[src/rtl/data_wb_pkg.sv]
// data_wb_pkg
//   Shared types for the data-side store buffer.
//   - wb_state_t : drain/read sequencing state encoding
//   - wb_entry_t : one buffered store {addr, size, wdata}
//   - SIZE_*     : access size encodings carried on up_size/down_size
package data_wb_pkg;

    localparam logic [1:0] SIZE_BYTE = 2'd0;
    localparam logic [1:0] SIZE_HALF = 2'd1;
    localparam logic [1:0] SIZE_WORD = 2'd2;

    typedef logic [1:0] wb_state_t;

    localparam wb_state_t ST_IDLE    = 2'd0;
    localparam wb_state_t ST_WR_ADDR = 2'd1;
    localparam wb_state_t ST_WR_DATA = 2'd2;
    localparam wb_state_t ST_RD_DATA = 2'd3;

    typedef struct packed {
        logic [31:0] addr;
        logic [1:0]  size;
        logic [31:0] wdata;
    } wb_entry_t;

endpackage

[src/rtl/data_write_buffer_fifo.sv]
// wb_fifo
//   DEPTH-entry synchronous FIFO of buffered stores.
//   Ports:
//     clk, rst_n  : clock, asynchronous active-low reset
//     push        : write push_entry at the tail (ignored when full)
//     push_entry  : entry to store
//     pop         : drop the head entry (ignored when empty)
//     head        : entry at the head of the queue
//     count       : number of valid entries, 0..DEPTH
//     full, empty : status flags derived from count
module wb_fifo
    import data_wb_pkg::*;
#(
    parameter int unsigned DEPTH = 4
) (
    input  logic                     clk,
    input  logic                     rst_n,
    input  logic                     push,
    input  wb_entry_t                push_entry,
    input  logic                     pop,
    output wb_entry_t                head,
    output logic [$clog2(DEPTH):0]   count,
    output logic                     full,
    output logic                     empty
);

    localparam int unsigned PtrW = $clog2(DEPTH);
    localparam int unsigned CntW = PtrW + 1;

    wb_entry_t         mem [DEPTH];
    logic [PtrW-1:0]   wr_ptr_q, wr_ptr_d;
    logic [PtrW-1:0]   rd_ptr_q, rd_ptr_d;
    logic [CntW-1:0]   count_q, count_d;
    logic              push_ok;
    logic              pop_ok;

    assign full    = (count_q == CntW'(DEPTH));
    assign empty   = (count_q == '0);
    assign push_ok = push & ~full;
    assign pop_ok  = pop & ~empty;
    assign count   = count_q;
    assign head    = mem[rd_ptr_q];

    // DEPTH is a power of two, so the pointers wrap by plain overflow.
    always_comb begin
        wr_ptr_d = wr_ptr_q;
        rd_ptr_d = rd_ptr_q;
        count_d  = count_q;
        if (push_ok) begin
            wr_ptr_d = wr_ptr_q + 1'b1;
        end
        if (pop_ok) begin
            rd_ptr_d = rd_ptr_q + 1'b1;
        end
        unique case ({push_ok, pop_ok})
            2'b10:   count_d = count_q + 1'b1;
            2'b01:   count_d = count_q - 1'b1;
            default: count_d = count_q;
        endcase
    end

    always_ff @(posedge clk or negedge rst_n) begin
        if (!rst_n) begin
            wr_ptr_q <= '0;
            rd_ptr_q <= '0;
            count_q  <= '0;
        end else begin
            wr_ptr_q <= wr_ptr_d;
            rd_ptr_q <= rd_ptr_d;
            count_q  <= count_d;
        end
    end

    // Storage needs no reset: nothing is read unless count says it is valid.
    always_ff @(posedge clk) begin
        if (push_ok) begin
            mem[wr_ptr_q] <= push_entry;
        end
    end

endmodule

[src/rtl/data_write_buffer.sv]
// data_write_buffer
//   Store buffer between the cache data-side sram-like port and the AXI
//   interface data port. Stores are queued and acked one cycle after accept,
//   then drained in order (address phase, then data phase). Loads wait until
//   the queue is empty and idle, then pass straight through, which keeps
//   read-after-write ordering without address comparison.
//   Ports:
//     aclk, aresetn      : clock, asynchronous active-low reset
//     up_req/wr/size/addr/wdata, up_rdata, up_addr_ok, up_data_ok
//                        : sram-like port from the cache
//     down_req/wr/size/addr/wdata, down_rdata, down_addr_ok, down_data_ok
//                        : sram-like port to the AXI interface
//     empty_o            : queue empty and nothing in flight downstream
module data_write_buffer
    import data_wb_pkg::*;
#(
    parameter int unsigned DEPTH = 4
) (
    input  logic        aclk,
    input  logic        aresetn,

    input  logic        up_req,
    input  logic        up_wr,
    input  logic [1:0]  up_size,
    input  logic [31:0] up_addr,
    input  logic [31:0] up_wdata,
    output logic [31:0] up_rdata,
    output logic        up_addr_ok,
    output logic        up_data_ok,

    output logic        down_req,
    output logic        down_wr,
    output logic [1:0]  down_size,
    output logic [31:0] down_addr,
    output logic [31:0] down_wdata,
    input  logic [31:0] down_rdata,
    input  logic        down_addr_ok,
    input  logic        down_data_ok,

    output logic        empty_o
);

    localparam int unsigned CntW = $clog2(DEPTH) + 1;

    wb_state_t        state_q, state_d;
    logic             wr_ack_q;

    wb_entry_t        push_entry;
    wb_entry_t        head;
    logic [CntW-1:0]  fifo_count;
    logic             fifo_full;
    logic             fifo_empty;
    logic             push;
    logic             pop;

    logic             wr_accept;
    logic             rd_pass;
    logic             in_idle;
    logic             in_wr_addr;
    logic             in_wr_data;
    logic             in_rd_data;

    assign in_idle    = (state_q == ST_IDLE);
    assign in_wr_addr = (state_q == ST_WR_ADDR);
    assign in_wr_data = (state_q == ST_WR_DATA);
    assign in_rd_data = (state_q == ST_RD_DATA);

    // Gated by aresetn so nothing handshakes combinationally during reset.
    assign wr_accept = aresetn & up_req & up_wr & ~fifo_full & ~in_rd_data;
    assign rd_pass   = aresetn & up_req & ~up_wr & in_idle & fifo_empty;

    assign push = wr_accept;
    assign pop  = in_wr_data & down_data_ok;

    always_comb begin
        push_entry       = '0;
        push_entry.addr  = up_addr;
        push_entry.size  = up_size;
        push_entry.wdata = up_wdata;
    end

    wb_fifo #(
        .DEPTH(DEPTH)
    ) u_fifo (
        .clk        (aclk),
        .rst_n      (aresetn),
        .push       (push),
        .push_entry (push_entry),
        .pop        (pop),
        .head       (head),
        .count      (fifo_count),
        .full       (fifo_full),
        .empty      (fifo_empty)
    );

    // Upstream side.
    assign up_addr_ok = wr_accept | (rd_pass & down_addr_ok);
    assign up_data_ok = wr_ack_q | (in_rd_data & down_data_ok);
    assign up_rdata   = in_rd_data ? down_rdata : 32'd0;

    // Downstream side: head entry while draining, the live load while passing.
    always_comb begin
        down_req   = 1'b0;
        down_wr    = 1'b0;
        down_size  = 2'd0;
        down_addr  = 32'd0;
        down_wdata = 32'd0;
        if (in_wr_addr) begin
            down_req   = 1'b1;
            down_wr    = 1'b1;
            down_size  = head.size;
            down_addr  = head.addr;
            down_wdata = head.wdata;
        end else if (rd_pass) begin
            down_req   = 1'b1;
            down_size  = up_size;
            down_addr  = up_addr;
        end
    end

    assign empty_o = (fifo_count == '0) & in_idle;

    // A push into an idle buffer heads straight to WR_ADDR so the entry is
    // offered downstream on the very next cycle.
    always_comb begin
        state_d = state_q;
        unique case (state_q)
            ST_IDLE: begin
                if (!fifo_empty || push) begin
                    state_d = ST_WR_ADDR;
                end else if (rd_pass && down_addr_ok) begin
                    state_d = ST_RD_DATA;
                end
            end
            ST_WR_ADDR: begin
                if (down_addr_ok) begin
                    state_d = ST_WR_DATA;
                end
            end
            ST_WR_DATA: begin
                if (down_data_ok) begin
                    state_d = ST_IDLE;
                end
            end
            ST_RD_DATA: begin
                if (down_data_ok) begin
                    state_d = ST_IDLE;
                end
            end
            default: state_d = ST_IDLE;
        endcase
    end

    always_ff @(posedge aclk or negedge aresetn) begin
        if (!aresetn) begin
            state_q  <= ST_IDLE;
            wr_ack_q <= 1'b0;
        end else begin
            state_q  <= state_d;
            wr_ack_q <= push;
        end
    end

endmodule

[config.mk]
export PLATFORM = sky130hd
export DESIGN_NAME = data_write_buffer
export DESIGN_NICKNAME = d
export VERILOG_FILES = /design/src/rtl/data_wb_pkg.sv /design/src/rtl/data_write_buffer_fifo.sv /design/src/rtl/data_write_buffer.sv
export SDC_FILE = /design/constraint.sdc
export NUM_CORES = 1
export LEC_CHECK = 0
export ABC_CLOCK_PERIOD_IN_PS = 8000
export CAP_MARGIN = 40
export CORE_ASPECT_RATIO = 0.75
export CORE_MARGIN = 10
export CORE_UTILIZATION = 56
export DETAILED_ROUTE_END_ITERATION = 6
export GPL_TIMING_DRIVEN = 0
export HOLD_SLACK_MARGIN = 0.12
export PLACE_DENSITY_LB_ADDON = 0.25
export SKIP_LAST_GASP = 1
export SLEW_MARGIN = 20
export SYNTH_ARGS = -nofsm -noshare
export SYNTH_HDL_FRONTEND = slang
export SYNTH_SLANG_ARGS = --single-unit
[constraint.sdc]
create_clock -name aclk -period 8 [get_ports aclk]
set_input_delay 2.4 -clock aclk [delete_from_list [all_inputs] [get_ports aclk]]
set_output_delay 2.4 -clock aclk [all_outputs]
set_load 0.05 [all_outputs]
[Yosys cells after proc, flatten, opt, wreduce, memory -nomap -nowiden]
Memories as Yosys holds them, arrays and structs flattened.
Cells that the tools add are included.
W data, S select, Z words.
Storage, ports and cells
  register bits after elaboration: 10
  memory bits (writable): 264
  input port bits: 104
  word-level logic and storage cells: 63
  memories: 1
Memory list
  u_fifo.mem: words 4, width 66, read ports 1, clocked after Yosys merged registers in 0, write ports 1, RTL line data_write_buffer_fifo.sv:30  | wb_entry_t mem [DEPTH];
Cells by class
  add/subtract/negate cells: 4
  equal/unequal tests: 9
  muxes and demuxes: 17
  bitwise gates (word level): 19
  reduce and logical (&&, ||, !) cells: 8
Operators by type and width (number)
  $mux W32: 4
  $and A1 B1 Y1: 13
  $mux W2: 6
  $eq A2 B2 Y1 const B: 3
  $pmux W2 S3: 1
  $pmux W3 S2: 1
  $mux W1: 5
  $add A2 B1 Y2 const B: 2
  $eq A2 B1 Y1 const B: 2
  $not A1 Y1: 4
  $add A3 B1 Y3 const B: 1
  $eq A3 B3 Y1 const B: 1
  $logic_not A3 Y1: 1
  $ne A3 B1 Y1 const B: 1
  $reduce_and A3 Y1: 1
  $sub A3 B1 Y3 const B: 1
  $logic_not A2 Y1: 1
  $ne A2 B1 Y1 const B: 1
  $ne A2 B2 Y1 const B: 1
  $or A1 B1 Y1: 2
  $reduce_bool A2 Y1: 1
  $reduce_or A2 Y1: 1
  $logic_and A1 B1 Y1: 1
  $logic_not A1 Y1: 1
  $logic_or A1 B1 Y1: 1

[Longest topological paths before layout]
  depth in word-level cells: 8
  gate-level depth with buffers: 9

[By module]
Synthesis repeated with hierarchy kept, for this count alone.
Second synthesis, totals
  cells, all modules: 526
  area, all modules: 11011.8 µm²
By module, submodules not included
  wb_fifo: instances 1, cells each 382, area an instance 9960.8 µm², seq. area each 8102.8 µm²
  data_write_buffer: instances 1, cells each 144, area an instance 1051.0 µm², seq. area each 75.1 µm²

[Worst setup path before layout]
No wires, ideal clock.
  kind: input-to-output
  start point: input up_req
  end point: output down_addr[10]
  arrival: 3.505 ns
  slack: 2.095 ns
  cell stages on the path: 5
  path buffers: 2
  path through: nor4bb_2 > and3_1 > buf_6 > buf_8 > a21o_1
On the way
  word-level cells in the longest chain between the ends: 6
Ends and longest elaborated chain
  start: declaration: RTL line data_write_buffer.sv:22  | input logic up_req,
  $and A1 B1 Y1 (4 in series): RTL line data_write_buffer.sv:70  | assign rd_pass = aresetn & up_req & ~up_wr & in_idle & fifo_empty;
  $mux W32: RTL line data_write_buffer.sv:114  | end else if (rd_pass) begin
  $mux W32: RTL line data_write_buffer.sv:108  | if (in_wr_addr) begin
  end: declaration: RTL line data_write_buffer.sv:34  | output logic [31:0] down_addr,
Every way passes these cells.

[Worst setup path in the final report]
  start point: input aresetn
  end point: output down_addr[2]
On the way
  word-level cells in the longest chain between the ends: 6
Ends and longest elaborated chain
  start: declaration: RTL line data_write_buffer.sv:20  | input logic aresetn,
  $and A1 B1 Y1 (4 in series): RTL line data_write_buffer.sv:70
  $mux W32: RTL line data_write_buffer.sv:114
  $mux W32: RTL line data_write_buffer.sv:108
Every way passes these cells.

==> impl_metrics.py <==
metrics = {
    "finish": {
        "fillCellCount": 1174,
        "area_growth_pct": 29.4,
        "nets": 944,
        "multi_input_area_um2": 2670,
        "drive_gt1_frac": 0.124,
        "regArea_um2": 8180,
    },
    "setup_path": {
        "critical_path.max_fanout": 12,
        "crit_required_ps": 5600,
        "cpMostUsedCell": "clkdlybuf4s50_1",
        "path_cells": "clkdlybuf4s50_1, nor4bb_2, and3_1, buf_6, buf_8, a21o_1, clkdlybuf4s50_1",
        "cp.arrival_ps": 5110,
        "critPathKind": "input port to output port",
        "critPathSlowestCell": "clkdlybuf4s50_1",
        "worst_path_largest_cell_delay_ps": 820,
        "critPathCaptureType": "output port",
        "crit_path_start_kind": "input port",
    },
    "yosys": {
        "syn-num-nets": 706,
        "yosys-top-cells-area": "edfxtp_1, mux4_2, mux2i_1",
        "synthTopCellsByCount": "edfxtp_1, mux2i_1, a21o_1",
        "synth_area_leader_cell": "edfxtp_1",
        "syn_avg_cell_area_um2": 18.7,
        "yosys_warnings": 0,
        "yosysMostFrequentCell": "edfxtp_1",
        "synth_cell_types": 39,
        "async_flop_share": 0.0365,
        "synth_area_um2": 11100,
        "synthCells": 596,
        "synth_top_area_frac": 0.712,
        "ys_seq_area_frac": 0.734,
        "synth-main-ff-cell": "edfxtp_1",
        "ys_seq_elements": 274,
        "synth_edf_count": 264,
    },
    "cts": {
        "path_clk_slew_ps": 60,
        "cts_buffers": 26,
        "postCtsHoldBufs": 0,
        "cts_setup_buffers": 0,
        "clock_sinks": 274,
        "clockBufferDepth": 3,
        "clk_latency_ps": 520,
        "cts_resized": 0,
        "cts_tree": "built",
        "clockRootBuffer": "clkbuf_16",
        "h-tree-depth": 1,
    },
    "drt": {
        "wl_per_cell_um": 23.7,
        "vias": 6353,
        "post-route-drc-count": 0,
        "viasPerCell": 5.74,
        "wirelength_mm": 26.2,
        "drt-pass1-iter-count": 5,
        "postRouteAntennaNets": 0,
        "drt_iter0_drc": 434,
    },
    "placement": {
        "hpwl_mm": 17.8,
        "io_buffers": 206,
        "post-place-ws_ps": 492,
        "place.gp.congestion": 0.856,
    },
    "timing": {
        "slew_headroom": 0.594,
        "slew_viol_final": 0,
        "fmax_mhz": 133,
        "finalClockSkew_ps": 8.69,
        "finalSetupViolCount": 0,
        "rsz0062_at_grt": "false",
        "timing.setup.tns_ps": 0,
        "timing.final.crit_period_ps": 7510,
        "fin_crit_sh": 0.939,
        "finalWorstSetupSlack_ps": 490,
        "tightest_slew_ps": 608,
        "hold_violations": 0,
    },
    "power": {
        "totalPowerFinal_uw": 5330,
        "ir_drop_mv": 0.287,
        "powerDensity_nw_per_um2": 369,
        "cellLeakagePower_uw": 0.00524,
    },
    "global_route": {
        "grt.overflow.total": 0,
        "grt_max_degree": 48,
        "grt_usage": 0.197,
        "antenna_found_initial": 1,
        "grt_pass1_wl_mm": 40.0,
        "grt_pass1_vias": 6751,
    },
    "floorplan": {
        "fp-row-count": 44,
        "initial_core_util": 0.573,
        "die_y_um": 142,
        "die_w_um": 183,
        "pin_count": 207,
        "die_area_um2": 26000,
        "core-area_um2": 19400,
    },
    "run": {
        "maxCapViolCount": 0,
    },
    "outcome": {
        "status": "completed",
    },
    "hold_path": {
        "min_path_type": "flip-flop to flip-flop",
    },
}
-- through the flow --
stage	util	instances	cell area (µm²)	hold WS [ps]
floorplan	-	596	11100	522
global placement	0.696	1055	13500	542
detailed placement	0.701	1059	13600	574
CTS	0.742	1106	14400	585
global route	0.742	1106	14400	606
finish	0.742	1107	14400	586
-- state kept, by name, indices dropped and copies added (netlist names) --
signal and flops:
u_fifo.wr_ptr_q 2, u_fifo.rd_ptr_q 2, u_fifo.count 3, state_q 2, wr_ack_q 1, u_fifo.mem 264
-- final cells by class --
type | count | area share
multi-input combinational | 274 | 0.185
clock buffer | 39 | 0.0500
sequential | 274 | 0.567
buffer | 38 | 0.0187
clock inverter | 8 | 0.00434
tap | 253 | 0.0220
timing repair buffer | 210 | 0.150
antenna | 1 | 0.000174
inverter | 10 | 0.00260
-- kinds of logic (layout without fill, tap and decap cells) --
logic type | after synthesis | in the layout | synth area share
muxes | 101 | 101 | 0.127
AOI/OAI and AO/OA | 75 | 75 | 0.0494
DFF | 274 | 274 | 0.734
other | 0 | 1 | 0
adders and majority gates | 6 | 6 | 0.00741
and+or+nand+nor | 86 | 86 | 0.0501
buffers and inverters | 48 | 305 | 0.0275
xor gates and xnor gates | 6 | 6 | 0.00472
-- cells in the final DEF (no fill, tap or decap), drive strengths merged, types with 2 or more instances in the layout --
cell             n
a221oi           2
edfxtp         264
clkinv           6
nor2b           32
and3            34
a21o            35
buf             31
clkbuf          50
dfrtp           10
xnor2            2
clkdlybuf4s50  206
and2             4
o22ai           34
mux4            32
xor2             4
ha               5
mux2i           68
inv             11
nor2             4
-- per-layer routing --
layer | track usage | vias up | part of all wire
li1 | - | 2859 | -
met1 | 0.256 | 3184 | 0.41
met2 | 0.331 | 278 | 0.49
met3 | 0.0493 | 32 | 0.082
met4 | 0.0415 | 0 | 0.015
met5 | 0 | - | 0
-- where the power goes --
group          leakage (µW)  internal, µW  total, µW  switching (µW)
registers           0.00250          1680       1720            43.8
clock network      0.000377           653       1140             486
logic               0.00236           927       2470            1540
-- critical path, delay by kind of cell --
kind / cells / cell delay (ps)
buffers and inverters: 4 / 1970
AOI/OAI and AO/OA: 1 / 160
and+or+nand+nor: 2 / 580
-- path summary, 6_finish.rpt --
| path | cells past startpoint | start | end | slack [ps] |
|---|---|---|---|---|
| setup reg to reg | 3 | state_q[1] | u_fifo.mem[0][4] | 5730 |
| max in group asynchronous | 1 | aresetn | wr_ack_q | 5420 |
| hold / removal | 1 | u_fifo.count[0] | u_fifo.count[0] | 590 |
| min in group asynchronous | 1 | aresetn | u_fifo.count[1] | 2230 |
| hold reg to reg | 1 | u_fifo.count[0] | u_fifo.count[0] | 590 |
| setup / recovery | 7 | aresetn | down_addr[2] | 490 |
Note: power is estimated with default switching activity, not from simulation.
